--- src/rtl/dispather_cpuid_mgr.sv ---
// dispather_cpuid_mgr: allocates a CPU thread id to each dispatcher request.
// Round robin over enabled threads whose pending count is below a threshold.
// Optional feature macro CPUID_KEY_AFFINITY_EN: start the search at the flow
// key instead of the round-robin pointer.
module dispather_cpuid_mgr #(
    parameter int unsigned THREAD_NUM    = 32,
    parameter logic [3:0]  RST_THRESHOLD = 4'd8
) (
    input  logic        clk,
    input  logic        reset,
    input  logic        in_cpuid_ctl,
    input  logic [4:0]  in_cpuid_key,
    output logic [4:0]  out_cpuid,
    output logic        out_cpuid_ack,
    output logic        out_cpuid_valid,
    input  logic        in_release_wr,
    input  logic [4:0]  in_release_cpuid,
    input  logic        in_cfg_wr,
    input  logic [31:0] in_cfg_mask,
    input  logic [3:0]  in_cfg_threshold,
    output logic        out_release_err
);

    localparam int unsigned MAX_THREADS = 32;
    localparam int unsigned ID_W        = 5;
    localparam int unsigned CNT_W       = 4;
    localparam int unsigned SWEEP_W     = 6;

    typedef enum logic [1:0] {
        IDLE   = 2'd0,
        SEARCH = 2'd1,
        GRANT  = 2'd2,
        HOLD   = 2'd3
    } state_e;

    state_e                  state_q, state_d;
    logic [ID_W-1:0]         cand_q, cand_d;
    logic [SWEEP_W-1:0]      sweep_q, sweep_d;
    logic [ID_W-1:0]         rr_ptr_q, rr_ptr_d;
    logic [ID_W-1:0]         cpuid_q, cpuid_d;
    logic                    ack_q, ack_d;
    logic                    valid_q, valid_d;
    logic                    err_q, err_d;
    logic [MAX_THREADS-1:0]  mask_q, mask_d;
    logic [CNT_W-1:0]        thr_q, thr_d;
    logic [CNT_W-1:0]        cnt_q [MAX_THREADS];
    logic [CNT_W-1:0]        cnt_d [MAX_THREADS];

    logic                    elig_c;
    logic                    grant_c;
    logic [ID_W-1:0]         start_c;

    // Next candidate id, wrapping from THREAD_NUM-1 back to 0
    function automatic logic [ID_W-1:0] next_id(input logic [ID_W-1:0] id);
        return (32'(id) >= THREAD_NUM - 1) ? '0 : id + ID_W'(1);
    endfunction

    // First candidate of a new search
`ifdef CPUID_KEY_AFFINITY_EN
    assign start_c = ID_W'(32'(in_cpuid_key) % THREAD_NUM);
`else
    logic unused_key_c;
    assign unused_key_c = ^in_cpuid_key;
    assign start_c      = rr_ptr_q;
`endif

    // Current candidate may take another packet
    assign elig_c = (32'(cand_q) < THREAD_NUM) && mask_q[cand_q] && (cnt_q[cand_q] < thr_q);

    // Allocation FSM: next state and result registers
    always_comb begin
        state_d  = state_q;
        cand_d   = cand_q;
        sweep_d  = sweep_q;
        rr_ptr_d = rr_ptr_q;
        cpuid_d  = cpuid_q;
        valid_d  = valid_q;
        ack_d    = ack_q;
        grant_c  = 1'b0;
        case (state_q)
            IDLE: begin
                ack_d = 1'b0;
                if (in_cpuid_ctl) begin
                    cand_d  = start_c;
                    sweep_d = '0;
                    state_d = SEARCH;
                end
            end
            SEARCH: begin
                if (elig_c) begin
                    cpuid_d = cand_q;
                    valid_d = 1'b1;
                    grant_c = 1'b1;
`ifndef CPUID_KEY_AFFINITY_EN
                    rr_ptr_d = next_id(cand_q);
`endif
                    ack_d   = 1'b1;
                    state_d = GRANT;
                end else if (sweep_q == SWEEP_W'(THREAD_NUM - 1)) begin
                    valid_d = 1'b0;
                    ack_d   = 1'b1;
                    state_d = GRANT;
                end else begin
                    cand_d  = next_id(cand_q);
                    sweep_d = sweep_q + SWEEP_W'(1);
                end
            end
            GRANT: begin
                // A request withdrawn during the search gets a one-cycle ack
                ack_d   = in_cpuid_ctl;
                state_d = in_cpuid_ctl ? HOLD : IDLE;
            end
            HOLD: begin
                if (!in_cpuid_ctl) begin
                    ack_d   = 1'b0;
                    state_d = IDLE;
                end
            end
            default: state_d = IDLE;
        endcase
    end

    // Pending counters: grant increments, release decrements, both cancel
    always_comb begin
        err_d = err_q;
        if (in_release_wr &&
            ((32'(in_release_cpuid) >= THREAD_NUM) || (cnt_q[in_release_cpuid] == '0))) begin
            err_d = 1'b1;
        end
        for (int unsigned i = 0; i < MAX_THREADS; i++) begin
            logic inc, dec;
            cnt_d[i] = cnt_q[i];
            inc = grant_c && (cand_q == ID_W'(i));
            dec = in_release_wr && (in_release_cpuid == ID_W'(i)) &&
                  (i < THREAD_NUM) && (cnt_q[i] != '0);
            if (inc && !dec && (cnt_q[i] != '1)) begin
                cnt_d[i] = cnt_q[i] + CNT_W'(1);
            end else if (dec && !inc) begin
                cnt_d[i] = cnt_q[i] - CNT_W'(1);
            end
        end
    end

    // Configuration registers
    always_comb begin
        mask_d = mask_q;
        thr_d  = thr_q;
        if (in_cfg_wr) begin
            mask_d = in_cfg_mask;
            thr_d  = in_cfg_threshold;
        end
    end

    // State and data registers
    always_ff @(posedge clk or negedge reset) begin
        if (!reset) begin
            state_q  <= IDLE;
            cand_q   <= '0;
            sweep_q  <= '0;
            rr_ptr_q <= '0;
            cpuid_q  <= '0;
            ack_q    <= 1'b0;
            valid_q  <= 1'b0;
            err_q    <= 1'b0;
            mask_q   <= '1;
            thr_q    <= RST_THRESHOLD;
            for (int unsigned i = 0; i < MAX_THREADS; i++) begin
                cnt_q[i] <= '0;
            end
        end else begin
            state_q  <= state_d;
            cand_q   <= cand_d;
            sweep_q  <= sweep_d;
            rr_ptr_q <= rr_ptr_d;
            cpuid_q  <= cpuid_d;
            ack_q    <= ack_d;
            valid_q  <= valid_d;
            err_q    <= err_d;
            mask_q   <= mask_d;
            thr_q    <= thr_d;
            for (int unsigned i = 0; i < MAX_THREADS; i++) begin
                cnt_q[i] <= cnt_d[i];
            end
        end
    end

    assign out_cpuid       = cpuid_q;
    assign out_cpuid_ack   = ack_q;
    assign out_cpuid_valid = valid_q;
    assign out_release_err = err_q;

endmodule

--- config.mk ---
export PLATFORM = sky130hd
export DESIGN_NAME = dispather_cpuid_mgr
export DESIGN_NICKNAME = d
export VERILOG_FILES = /design/src/rtl/dispather_cpuid_mgr.sv
export SDC_FILE = /design/constraint.sdc
export NUM_CORES = 1
export LEC_CHECK = 0
export BUFFER_PORTS_ARGS = -buffer_cell sky130_fd_sc_hd__buf_2
export CORE_ASPECT_RATIO = 0.7
export CORE_MARGIN = 10
export CORE_UTILIZATION = 60
export CTS_CLUSTER_DIAMETER = 30
export CTS_CLUSTER_SIZE = 12
export DETAILED_ROUTE_END_ITERATION = 10
export PLACE_DENSITY = 0.8
export SLEW_MARGIN = 20
export SYNTH_ARGS = -nofsm -noshare
export SYNTH_HDL_FRONTEND = slang
export SYNTH_SLANG_ARGS = --single-unit
--- constraint.sdc ---
create_clock -name clk -period 8.6 [get_ports clk]
set_input_delay 0.86 -clock clk [delete_from_list [all_inputs] [get_ports clk]]
set_output_delay 0.86 -clock clk [all_outputs]
set_load 0.01 [all_outputs]
Word-level counts from Yosys, hierarchy flattened
Cells that the tools add are included.
- div/mod/pow operators: 0
- reductions and logical operators: 333
- shift operators: 0
- $mul: 0
- eq/ne operators: 103
- multiplexer cells: 95
- order comparisons: 5
- bitwise logic cells: 2
- add/subtract/negate cells: 66
- operators by type and width (operator ; number):
    4-bit 2-to-1 mux ; 68
    1-bit logical AND ; 194
    5-bit == test (second input constant) ; 32
    4-bit by 1-bit adder with 4-bit output (second input constant) ; 32
    4-bit inequality test (second input constant) ; 32
    4-bit nonzero test ; 32
    4-bit by 1-bit subtractor with 4-bit output (second input constant) ; 32
    5-bit by 4-bit == test with 1-bit output (second input constant) ; 16
    2-bit nonzero test ; 34
    1-bit zero test ; 64
    4-bit binary-select mux with 5-bit select ; 2
    5-bit by 3-bit == test with 1-bit output (second input constant) ; 8
    5-bit by 2-bit == test with 1-bit output (second input constant) ; 4
    5-bit 2-to-1 mux ; 4
    6-bit 2-to-1 mux ; 3
    6-bit greater-or-equal comparator (second input constant) ; 2
    5-bit NOT with 6-bit output ; 2
    6-bit case mux with 2 select lines ; 1
    5-bit by 1-bit == test with 1-bit output (second input constant) ; 2
    5-bit zero test ; 2
    2-bit 2-to-1 mux ; 5
    5-bit case mux with 2 select lines ; 1
    1-bit 2-to-1 mux ; 8
    2-bit inequality test (second input constant) ; 4
    other kinds (17) ; 20
- memory bits (read-only): 0
- latch bits: 0
- RAM bits: 0
- register bits: 190
- word-level logic and storage cells: 646
- memories kept: 0
- input bits: 51
- output and inout bits: 8

Depth between registers and ports, before layout
Gate-level depths: netlist (run 1).
- word-level depth: 13
- mapped depth: 24
- depth with buffers taken out: 17

Worst setup path after synthesis (run 1)
Ideal clock, no wire load.
- path kind: reg-to-reg
- from: register cand_q[0]
- to: register cnt_q[23] (netlist bit)
- clock period less this slack: 6.243 ns
- path slack: 2.357 ns
- data required time: 8.521 ns
- arrival time: 6.164 ns
- stages on the path, launching flop included: 25
- library setup time: 0.079 ns
- path buffers: 7
- cell sequence: dfrtp_1 -> buf_6 -> buf_6 -> buf_1 -> buf_2 -> mux4_2 -> mux4_2 -> nand2_1 -> nand2_1 -> ha_1 -> a21oi_1 -> o41ai_1 -> a211o_1 -> buf_2 -> or2_2 -> buf_4 -> buf_4 -> nor2_1 -> nand3_1 -> ha_1 -> a21o_1 -> a21o_1 -> or4_1 -> mux2i_1 -> xor2_1
- word-level cells in the longest chain between the ends: 12
- elaborated cells on any way between the ends: 18
- classes of those cells: 1 x order compare; 1 x eq/ne; 8 x mux; 1 x bitwise; 7 x reduce/logical
- ends and longest elaborated chain (what ; line ; RTL):
    start, declared ; 37 ; logic [ID_W-1:0] cand_q, cand_d;
    start signal, assigned ; 172 ; cand_q <= cand_d;
    5-bit NOT with 6-bit output (not written as such) ; 68 ; assign elig_c = (32'(cand_q) < THREAD_NUM) && mask_q[cand_q] && (cnt_q[cand_q] < thr_q);
    4-bit binary-select mux with 5-bit select ; 68 ;
    4-bit 2-to-1 mux (not written as such) (2 in series) ; 68 ;
    4-bit < comparator ; 68 ;
    1-bit logical AND ; 68 ;
    1-bit 2-to-1 mux ; 90 ; if (elig_c) begin
    1-bit 2-to-1 mux ; 80 ; case (state_q)
    1-bit logical AND (*) ; 133 ; inc = grant_c && (cand_q == ID_W'(i));
    1-bit logical AND or 1-bit zero test (tied branches) ; 136, 138 ;
    1-bit logical AND, on equally long branches ; 136, 138 ;
    4-bit 2-to-1 mux or 2-bit nonzero test (tied branches) ; -- ;
    end signal, assigned by index ; 182 ; cnt_q[i] <= cnt_d[i];
    end, declared ; 46 ; logic [CNT_W-1:0] cnt_q [MAX_THREADS];
Every way passes the cells marked *; elsewhere a longest branch is shown, timed or not. The select of a mux whose other input is x is not followed.
A chain may end at the register's enable or synchronous reset.

Final worst setup path (run 1)
- from: register cand_q[0]
- to: register cnt_q[83] (netlist bit)
The elaborated chain is that of the path after synthesis.

==> impl_metrics.toml, run 1 <==
[worst_setup_path]
arrival_ns = 7.41
crit_path_max_fanout = 30
worstSetupPathType = "register to register"
cp.required_ns = 8.98
crit_path_end_kind = "register"
cp-start-kind = "register"
worstRegToRegCells = 18

[clock_network]
clock_buffer_depth = 2
post_cts_resize_count = 0
clock_tree_from_tritoncts = "yes"
postCtsHoldBufs = 0
num_cts_buffers = 17
ctsRootBufferMaster = "sky130_fd_sc_hd__clkbuf_16"
clock_latency_ns = 0.46
cts_max_level = 4
cts_sinks = 190
cts.clk_slew.worst_paths_ns = 0.08
post-cts-setup-buffers = 0

[yosys]
average_cell_area_after_synthesis_sq_um = 11.2
synth_enable_flop_cells = 0
synthesis.area_sq_um = 13700
ys_seq_area_share_pct = 35.1
synth_warnings = 0
mappedNetlistNets = 1378
yosys_most_used_dff = "sky130_fd_sc_hd__dfrtp_1"
synthDistinctLibCells = 68
asr_flop_ratio_synth_pct = 100
postSynthCellCount = 1217
synthesized_flop_and_latch_total = 190

[layout]
nFillCells = 1672
sequential_cell_area_sq_um = 4800
area_used_by_multi_input_combinational_logic_sq_um = 8540
design.final.nets = 1417
post_route_cells_drive_above_1_share_pct = 22.5
area_growth_pct = 8.48

[outcome]
status = "complete, no violations"

[timing]
worst-slew-pin-transition_ns = 1.07
final.setup_skew_ns = 0.0129
final-hold-violation-count = 0
slew-limit-headroom_pct = 28.2
grt_setup_unrepaired = "no"
setup_viol = 0
setup_tns_ns = 0
final-max-slew-violation-count = 0
period_share_pct = 81.8
clock.fmax_mhz = 142
post-route-min-period_ns = 7.03
fin_hold_ws_ns = 0.339

[placed_design]
gp_routability_congestion = 0.963
hpwl_mm = 25.1
placement.io_buffers = 53

[run]
maxCapViolCount = 0

[route]
initialDrtViolationCount = 1285
wl_per_cell_microns = 22.1
vias_after_detailed_routing = 10600
drcViolationCount = 0
drt_first_pass_iters = 5
drt.antenna.violating_nets = 0
vias_per_cell = 6.69
drt_total_wl_mm = 34.9

[global_route]
vias_in_the_first_global_route = 10300
antenna_found_initial = 1
grt_first_pass_wirelength_mm = 56.8
global_route_overflow = 0
global_route.usage.total_pct = 23.9
grt_start_max_net_pins = 75

[power_and_ir_drop]
p_leak_nw = 6.34
peakVddDrop_mv = 0.297
power_per_cell_area_nw_per_um2 = 343
design_power_total_mw = 5.09

[min_path]
min-delay-path-class = "input pin to asynchronous set/reset pin"

[die]
num_io_pins = 59
die_y_microns = 146
fp.dieW_microns = 200
initial_core_util_pct = 60.7
num_rows = 46
die-area_sq_um = 29300
core_area_sq_um = 22500
synthesized netlist by cell type, drive strengths merged (22+ instances only):
cell / count / area share, %
clkbuf: 25 / 0.69
a21o: 37 / 2.0
xnor2: 54 / 3.5
nor2: 35 / 0.96
ha: 78 / 7.1
nor4: 30 / 1.7
fa: 32 / 4.7
dfrtp: 157 / 29
nor3: 38 / 1.4
dfstp: 33 / 6.3
mux2: 79 / 6.5
inv: 33 / 0.91
a21oi: 37 / 1.4
mux4: 54 / 8.9
o21ai: 23 / 0.84
mux2i: 57 / 4.2
nand3: 47 / 1.7
nand4: 22 / 1.0
xor2: 49 / 3.1
nand2: 82 / 2.3
layout by cell type, fill, tap and decap left out, types with 11 or more instances in the layout:
cell type and n:
sky130_fd_sc_hd__or3_1 11, sky130_fd_sc_hd__and2_1 13, sky130_fd_sc_hd__fa_1 32, sky130_fd_sc_hd__xnor2_1 54
sky130_fd_sc_hd__mux2_2 78, sky130_fd_sc_hd__xor2_1 49, sky130_fd_sc_hd__dfrtp_1 155, sky130_fd_sc_hd__mux2i_1 57
sky130_fd_sc_hd__ha_1 78, sky130_fd_sc_hd__nand3_1 47, sky130_fd_sc_hd__mux4_2 54, sky130_fd_sc_hd__inv_1 33
sky130_fd_sc_hd__nand4_1 22, sky130_fd_sc_hd__a21o_1 37, sky130_fd_sc_hd__nor2b_1 17, sky130_fd_sc_hd__o22a_1 19
sky130_fd_sc_hd__nor3_1 37, sky130_fd_sc_hd__a41o_1 16, sky130_fd_sc_hd__a21oi_1 37, sky130_fd_sc_hd__buf_2 52
sky130_fd_sc_hd__buf_4 12, sky130_fd_sc_hd__nand2_1 82, sky130_fd_sc_hd__dfstp_2 33, sky130_fd_sc_hd__a2bb2oi_1 15
sky130_fd_sc_hd__o21ai_0 21, sky130_fd_sc_hd__clkbuf_16 17, sky130_fd_sc_hd__nor2_1 35, sky130_fd_sc_hd__or4_1 14
sky130_fd_sc_hd__nor4_1 25
area by class of cell:
type	count	area share [%]
tap	312	2.63
clock buffer	17	2.87
sequential	190	32.4
inverter	35	0.886
multi-input combinational	947	57.6
antenna	1	0.0169
clock inverter	15	1.16
timing repair buffer	65	2.46
flip-flops by register name, summed over array words and instances (netlist names):
register,count
thr_q,4
out_cpuid_valid,1
mask_q,32
out_cpuid,5
state_q,2
out_cpuid_ack,1
rr_ptr_q,5
sweep_q,6
cnt_q,128
cand_q,5
out_release_err,1
per-stage QoR:
| stage | worst slack [ns] | utilization (%) | instance area, sq um | std cells |
|---|---|---|---|---|
| 3_3_place_gp | 1.59 | 63.2 | 14200 | 1549 |
| 6_report | 1.57 | 65.9 | 14800 | 1582 |
| 4_1_cts | 1.37 | 65.9 | 14800 | 1581 |
| 3_5_place_dp | 1.40 | 63.2 | 14200 | 1549 |
| 2_1_floorplan | 2.36 | - | 13700 | 1217 |
| 5_1_grt | 1.34 | 65.9 | 14800 | 1581 |
worst paths after layout:
check	startpoint	end	slack, ns
setup reg to reg	cand_q[0]	cnt_q[83]	1.57
max in group asynchronous	reset	cand_q[0]	6.91
min in group clk	out_release_err	out_release_err	0.46
hold / removal	reset	cnt_q[54]	0.34
setup / recovery	cand_q[0]	cnt_q[83]	1.57
hold reg to reg	out_release_err	out_release_err	0.46
where the power goes:
group	switching, mW	total, mW	leakage [nW]	internal (mW)
sequential	0.534	1.73	2.24	1.20
combinational	1.41	2.53	3.80	1.12
clock	0.411	0.827	0.297	0.417
cell families (layout without fill, tap and decap cells):
logic type               after synthesis  after routing  synth area share [%]
adder cells (fa/ha/maj)              110            110                  11.8
other                                  0              1                     0
AND/OR/NAND/NOR                      348            348                  13.8
AO/OA/AOI/OAI                        196            196                  10.6
XOR/XNOR                             103            103                  6.60
flip-flops                           190            190                  35.1
multiplexers                         190            190                  19.6
buffers and inverters                 80            132                  2.54
per-layer routing:
metal / vias to the layer above / track usage (%) / share of wire [%]
li1: 4670 / - / -
met4: 0 / 6.15 / 1.7
met5: - / 0 / 0
met2: 563 / 35.4 / 44
met3: 56 / 7.21 / 11
met1: 5292 / 33.5 / 44
worst max-delay path: stages (launching register included):
cell and delay, ns:
sky130_fd_sc_hd__dfrtp_4 0.84, sky130_fd_sc_hd__buf_4 0.45, sky130_fd_sc_hd__mux4_2 0.56, sky130_fd_sc_hd__mux4_2 0.47, sky130_fd_sc_hd__nand2_1 0.09, sky130_fd_sc_hd__nand2_1 0.07
sky130_fd_sc_hd__ha_1 0.30, sky130_fd_sc_hd__a21oi_1 0.20, sky130_fd_sc_hd__o41ai_1 0.10, sky130_fd_sc_hd__a211o_1 0.49, sky130_fd_sc_hd__or2_2 0.63, sky130_fd_sc_hd__nor2_1 0.90
sky130_fd_sc_hd__nand3_1 0.31, sky130_fd_sc_hd__ha_1 0.38, sky130_fd_sc_hd__a21o_1 0.19, sky130_fd_sc_hd__a21o_1 0.18, sky130_fd_sc_hd__or4_1 0.39, sky130_fd_sc_hd__mux2i_1 0.17
sky130_fd_sc_hd__xor2_1 0.17
Note: power is estimated with default switching activity, not from simulation.
==> inputs of run 2 (changes only) <==
- ABC_AREA: not set -> 1
- clock period: 8.6 -> 6.6 ns (I/O delays scaled with it)
==> run 2 against run 1 <==
Sequential share of layout area fell by 0.52 points. Hold slack improved by 0.014 ns. Routed wire length rose by 8.9%. Register-to-register slack got worse by 0.61 ns. First-iteration DRC count rose by 6.8%. Global-route usage rose by 1.7 points. Non-clock buffer count fell by 1. Critical endpoint is now cnt_q[115]. Largest power group unchanged.
==> impl_metrics.toml, run 2 <==
[die]
fp.dieW_microns = 203
initial_core_util_pct = 61.5
num_io_pins = 59
core_area_sq_um = 22800
num_rows = 46
die_y_microns = 148
die-area_sq_um = 30000

[worst_setup_path]
worst_r2r_start = "cand_q[0]"
cp-start-kind = "register"
crit_path_end_kind = "register"
cp.required_ns = 6.95
worstRegToRegCells = 22
arrival_ns = 5.99
reg2reg_to = "cnt_q[115]"
crit_path_max_fanout = 93
r2r_setup_slack_ns = 0.95
worstSetupPathType = "register to register"
crit_startpoint = "cand_q[0]"

[yosys]
synth_adder_area_share_pct = 11.5
synth_most_common_cell = "sky130_fd_sc_hd__nand2_1"
average_cell_area_after_synthesis_sq_um = 7.63
synthesis.area_sq_um = 14000
mappedNetlistNets = 1996
synthDistinctLibCells = 49
fraction_of_synthesized_cell_area_in_xor_and_xnor_cells_pct = 4.06
synth.top_cells.by_count = "465 x sky130_fd_sc_hd__nand2_1, 252 x sky130_fd_sc_hd__inv_1, 157 x sky130_fd_sc_hd__dfrtp_1"
synth.largest_area_cell = "sky130_fd_sc_hd__dfrtp_1"
synth_enable_flop_cells = 0
synth.top_cells.by_area = "sky130_fd_sc_hd__dfrtp_1 28%, sky130_fd_sc_hd__nand2_1 12%, sky130_fd_sc_hd__ha_1 7.0%"
combinational_family_with_the_most_area_after_synthesis = "simple AND/OR/NAND/NOR gates"
synthesized_flop_and_latch_total = 190
synth_simple_gate_area_share_pct = 24.6
post_synthesis_mux_area_share_pct = 1.44
asr_flop_ratio_synth_pct = 100
postSynthCellCount = 1835
synth_warnings = 0
yosys_most_used_dff = "sky130_fd_sc_hd__dfrtp_1"
ys_seq_area_share_pct = 34.2
area_share_of_the_leading_cell_type_in_the_synthesized_netlist_pct = 28.0
synth-compound-area-share_pct = 15.4

[layout]
layout.cells.most_common_list = "465 x sky130_fd_sc_hd__nand2_1, 251 x sky130_fd_sc_hd__inv_1, 156 x sky130_fd_sc_hd__dfrtp_1, 141 x sky130_fd_sc_hd__o21ai_0, 112 x sky130_fd_sc_hd__nor2_1"
top_regs = "cnt_q x128, mask_q x32, sweep_q x6"
number_of_flip_flops_under_the_largest_register_name = 128
design.final.nets = 2032
stdcell_count = 2196
post_route_cells_drive_above_1_share_pct = 10.7
utilization_pct = 66.1
layout_commonest_cell = "sky130_fd_sc_hd__nand2_1"
antenna_cells_inserted = 0
largest-register = "cnt_q"
area_growth_pct = 7.47

[timing]
timing.final.ws_setup_ns = 0.954
final-max-slew-violation-count = 0
worst-slew-pin-transition_ns = 0.948
setup_viol = 0
setup_tns_ns = 0
slew-limit-headroom_pct = 36.8
period_share_pct = 85.5
post-route-min-period_ns = 5.65
final-hold-violation-count = 0
final.setup_skew_ns = 0.0175
grt_setup_unrepaired = "no"
clock.fmax_mhz = 177

[global_route]
grt_start_max_net_pins = 109
global_route_overflow = 0
vias_in_the_first_global_route = 12200
grt_first_pass_wirelength_mm = 62.8
global_route.usage.total_pct = 25.6
antenna_found_initial = 0

[route]
drcViolationCount = 0
drt_total_wl_mm = 38.0
vias_per_cell = 5.87
wl_per_cell_microns = 17.3
drt.antenna.violating_nets = 0
initialDrtViolationCount = 1372
drt_first_pass_iters = 8
vias_after_detailed_routing = 12900

[power_and_ir_drop]
switchingPower_mw = 3.36
pwr-share-comb_pct = 50.4
clock_power_share_pct = 15.2
seq_power_share_pct = 34.4
power_per_cell_area_nw_per_um2 = 446
switching_share_pct = 50.0
p_leak_nw = 7.17
power.internal_mw = 3.36
peakVddDrop_mv = 0.257

[run]
maxCapViolCount = 0

[clock_network]
ctsRootBufferMaster = "sky130_fd_sc_hd__clkbuf_16"
cts_sinks = 190
postCtsHoldBufs = 0
post-cts-setup-buffers = 0
cts.clk_slew.worst_paths_ns = 0.07
cts_max_level = 4
clock_tree_from_tritoncts = "yes"
clock_latency_ns = 0.46
clock_buffer_depth = 2
post_cts_resize_count = 0
num_cts_buffers = 17

[min_path]
min-delay-path-class = "input pin to asynchronous set/reset pin"

[placed_design]
hpwl_mm = 27.3
gp_routability_congestion = 0.973
cell_count_post_placement = 2164
placement.io_buffers = 53
pre_cts_ws_ns = 1.29

[outcome]
status = "complete, no violations"
## run 2: changes by cell type in the layout (fill, tap and decap cells not counted), moves of 56 or more
| cell | delta |
|---|---|
| sky130_fd_sc_hd__a21oi_1 | +58 |
| sky130_fd_sc_hd__inv_1 | +218 |
| sky130_fd_sc_hd__mux2_2 | -61 |
| sky130_fd_sc_hd__mux2i_1 | -56 |
| sky130_fd_sc_hd__nand2_1 | +383 |
| sky130_fd_sc_hd__nor2_1 | +77 |
| sky130_fd_sc_hd__o21ai_0 | +120 |
## run 2: routing by layer
metal | GRT usage [%] | vias to the layer above | share of wire (%)
met5 | 0 | - | 0
met4 | 10.0 | 0 | 3.1
met3 | 5.92 | 86 | 10
met2 | 37.6 | 558 | 43
met1 | 35.8 | 6031 | 44
li1 | - | 6205 | -
## run 2: worst max-delay path by stage
stage	to	slack, ns	cells after the start
3_5_place_dp	cnt_q[115]	1.29	23
5_1_grt	cnt_q[115]	0.68	22
2_1_floorplan	cnt_q[75]	2.45	26
6_report	cnt_q[115]	0.95	22
3_3_place_gp	cnt_q[15]	1.38	23
4_1_cts	cnt_q[115]	1.18	23
## run 2: logic make-up after synthesis
| logic type | Yosys count |
|---|---|
| compound gates | 370 |
| xor+xnor | 65 |
| fa+ha+maj | 110 |
| buf+inv | 305 |
| flops | 190 |
| mux | 18 |
| simple gates | 777 |
## run 2: final cells by class
| type | instances | area [sq um] |
|---|---|---|
| multi-input cells | 1340 | 7990 |
| fillers | 1939 | 7740 |
| flip-flops and latches | 190 | 4800 |
| inverters | 258 | 968 |
| clock buffers | 21 | 440 |
| well taps | 312 | 390 |
| repair buffers | 64 | 360 |
| clock inverters | 11 | 106 |
## run 2: stage by stage
step	total power [mW]	instance area, sq um	hold slack [ns]
6_report	6.72	15100	0.353
5_1_grt	7.32	15100	0.417
4_1_cts	6.65	15100	0.377
3_3_place_gp	5.41	14500	0.439
2_1_floorplan	4.68	14000	0.364
3_5_place_dp	5.58	14500	0.443
## run 2: power groups by stage
stage | logic [mW] | registers [mW] | clock network [mW]
6_report | 3.39 | 2.31 | 1.02
5_1_grt | 3.83 | 2.40 | 1.09
3_3_place_gp | 3.13 | 2.28 | 0
2_1_floorplan | 2.56 | 2.12 | 0
4_1_cts | 3.33 | 2.29 | 1.03
3_5_place_dp | 3.28 | 2.30 | 0
## run 2: worst max-delay path: stages, from the launching register on
cell	delay, ns
sky130_fd_sc_hd__dfrtp_2	0.36
sky130_fd_sc_hd__buf_4	0.70
sky130_fd_sc_hd__a21oi_1	0.15
sky130_fd_sc_hd__o21ai_0	0.11
sky130_fd_sc_hd__o21ai_0	0.24
sky130_fd_sc_hd__a2111oi_0	0.56
sky130_fd_sc_hd__a22oi_1	0.19
sky130_fd_sc_hd__ha_1	0.35
sky130_fd_sc_hd__a21oi_1	0.14
sky130_fd_sc_hd__o21ai_1	0.09
sky130_fd_sc_hd__nor2_2	0.23
sky130_fd_sc_hd__nand3_2	0.13
sky130_fd_sc_hd__inv_2	0.60
sky130_fd_sc_hd__nand4_1	0.46
sky130_fd_sc_hd__ha_1	0.47
sky130_fd_sc_hd__nand2_1	0.10
sky130_fd_sc_hd__nand2_1	0.05
sky130_fd_sc_hd__a31oi_1	0.22
sky130_fd_sc_hd__inv_1	0.06
sky130_fd_sc_hd__nand2_1	0.08
sky130_fd_sc_hd__nand2_1	0.06
sky130_fd_sc_hd__nand2_1	0.06
sky130_fd_sc_hd__nand2_1	0.04
==> inputs of run 3 (changes only) <==
- REMOVE_ABC_BUFFERS: not set -> 1
- SLEW_MARGIN: 20 -> not set
==> run 3 against run 2 <==
Cell area up 0.68%. Flip-flop and latch count unchanged. Combinational power about the same. Largest cell class unchanged. Highest routed layer is now met5.
==> impl_metrics.toml, run 3 (synthesized netlist as in run 2, its figures left out) <==
[die]
core_area_sq_um = 22800
die_y_microns = 148
die-area_sq_um = 30000
fp.dieW_microns = 203
initial_core_util_pct = 61.5
num_io_pins = 59
num_rows = 46

[placed_design]
gp_routability_congestion = 0.972
placement.io_buffers = 53
hpwl_mm = 27.3

[route]
routed-wl-met3_mm = 4.04
initialDrtViolationCount = 1428
vias_after_detailed_routing = 12900
drcViolationCount = 0
drt_total_wl_mm = 37.5
wl_per_cell_microns = 17.1
metal_1_wl_mm = 16.1
route.met2.wl_mm = 16.1
drt.antenna.violating_nets = 0
top_signal_layer_used = "met5"
drt_first_pass_iters = 6
vias_per_cell = 5.86

[clock_network]
ctsRootBufferMaster = "sky130_fd_sc_hd__clkbuf_16"
cts.clk_slew.worst_paths_ns = 0.08
post-cts-setup-buffers = 0
clock_tree_from_tritoncts = "yes"
postCtsHoldBufs = 0
clock_latency_ns = 0.47
clock_buffer_depth = 2
cts_max_level = 4
cts_sinks = 190
num_cts_buffers = 17
post_cts_resize_count = 0

[layout]
design.final.nets = 2036
layout_commonest_cell = "sky130_fd_sc_hd__nand2_1"
area_growth_pct = 8.20
post_route_cells_drive_above_1_share_pct = 11.1
layout.cells.most_common_list = "465 x sky130_fd_sc_hd__nand2_1, 251 x sky130_fd_sc_hd__inv_1, 156 x sky130_fd_sc_hd__dfrtp_1, 141 x sky130_fd_sc_hd__o21ai_0, 112 x sky130_fd_sc_hd__nor2_1"
top_regs = "cnt_q x128, mask_q x32, sweep_q x6"
number_of_flip_flops_under_the_largest_register_name = 128
largest-register = "cnt_q"
nFillCells = 1892

[timing]
clock.fmax_mhz = 169
slew-limit-headroom_pct = 39.5
post-route-min-period_ns = 5.93
setup_tns_ns = 0
final-max-slew-violation-count = 0
worst-slew-pin-transition_ns = 0.907
setup_viol = 0
final-hold-violation-count = 0
fin_hold_ws_ns = 0.241
period_share_pct = 89.9
grt_setup_unrepaired = "no"
final.setup_skew_ns = 0.0206

[run]
maxCapViolCount = 0

[worst_setup_path]
arrival_ns = 6.28
worstSetupPathType = "register to register"
crit_path_max_fanout = 57
crit_path_end_kind = "register"
cp.required_ns = 6.94
cp-start-kind = "register"

[global_route]
antenna_found_initial = 2
grt_start_max_net_pins = 90
vias_in_the_first_global_route = 12200
global_route.usage.total_pct = 25.2
global_route_overflow = 0
grt_first_pass_wirelength_mm = 61.6

[power_and_ir_drop]
p_leak_nw = 7.23
peakVddDrop_mv = 0.239
power_per_cell_area_nw_per_um2 = 446

[min_path]
min-delay-path-class = "input pin to asynchronous set/reset pin"

[outcome]
status = "complete, no violations"
==> run 3: changes by cell type in the layout (fill, tap and decap cells not counted), sizes merged <==
cell      previous run  this run
clkinvlp             2         0
clkinv               3        11
buf                 63        67
diode                0         1
inv                263       261
clkbuf              22        18
==> run 3: where the power goes <==
group          leakage (nW)  internal, mW  switching, mW
sequential             2.30          1.62          0.668
clock                 0.298         0.542          0.533
combinational          4.64          1.23           2.17
total                  7.23          3.39           3.37
==> run 3: worst paths after layout <==
| check | startpoint | endpoint | cells after the start | slack [ns] |
|---|---|---|---|---|
| min | reset | cnt_q[4] | 1 | 0.24 |
| max in group asynchronous | reset | cnt_q[103] | 2 | 5.01 |
| min reg2reg | out_release_err | out_release_err | 1 | 0.49 |
| max reg2reg | cand_q[0] | cnt_q[15] | 23 | 0.67 |
| min in group clk | in_cfg_mask[9] | mask_q[9] | 3 | 0.41 |
| max | cand_q[0] | cnt_q[15] | 23 | 0.67 |
==> run 3: cell type report <==
cell class	count	area [sq um]	area share, %
clock inverters	15	183	1.21
flip-flops and latches	190	4800	31.6
multi-input cells	1340	7990	52.7
diodes	1	2.50	0.0165
repair buffers	68	399	2.63
clock buffers	17	425	2.81
inverters	258	968	6.39
well taps	312	390	2.58
==> run 3: worst max-delay path, cell delays in order, from the launching register on <==
cell,delay (ns)
sky130_fd_sc_hd__dfrtp_2,0.37
sky130_fd_sc_hd__buf_4,0.47
sky130_fd_sc_hd__buf_4,0.50
sky130_fd_sc_hd__a21oi_1,0.14
sky130_fd_sc_hd__o21ai_0,0.10
sky130_fd_sc_hd__a21oi_1,0.15
sky130_fd_sc_hd__a2111oi_0,0.33
sky130_fd_sc_hd__a22oi_1,0.16
sky130_fd_sc_hd__ha_1,0.33
sky130_fd_sc_hd__a21oi_1,0.16
sky130_fd_sc_hd__o21ai_1,0.10
sky130_fd_sc_hd__nor2_2,0.27
sky130_fd_sc_hd__nand3_2,0.44
sky130_fd_sc_hd__inv_2,0.72
sky130_fd_sc_hd__nand4_1,0.44
sky130_fd_sc_hd__ha_1,0.46
sky130_fd_sc_hd__nand2_1,0.08
sky130_fd_sc_hd__nand2_1,0.05
sky130_fd_sc_hd__a31oi_1,0.19
sky130_fd_sc_hd__inv_1,0.06
sky130_fd_sc_hd__nand2_1,0.08
sky130_fd_sc_hd__nand2_1,0.06
sky130_fd_sc_hd__nand2_1,0.05
sky130_fd_sc_hd__nand2_1,0.04
==> run 3: per-layer routing <==
layer | up-vias | track usage, %
met5 | - | 1.53
met4 | 4 | 10.6
met3 | 106 | 6.46
met2 | 610 | 37.1
met1 | 5980 | 34.4
li1 | 6205 | -
==> run 3: through the flow <==
| step | worst slack [ns] | total power [mW] | util [%] | cell area, sq um | cells |
|---|---|---|---|---|---|
| 5_1_grt | 0.248 | 7.35 | 66.5 | 15200 | 2201 |
| 2_1_floorplan | -0.329 | 4.56 | - | 13800 | 1788 |
| 6_report | 0.667 | 6.76 | 66.5 | 15200 | 2201 |
| 4_1_cts | 0.799 | 6.70 | 66.5 | 15200 | 2200 |
| 3_5_place_dp | 0.833 | 5.60 | 63.8 | 14500 | 2168 |
| 3_3_place_gp | 0.935 | 5.42 | 63.8 | 14500 | 2168 |
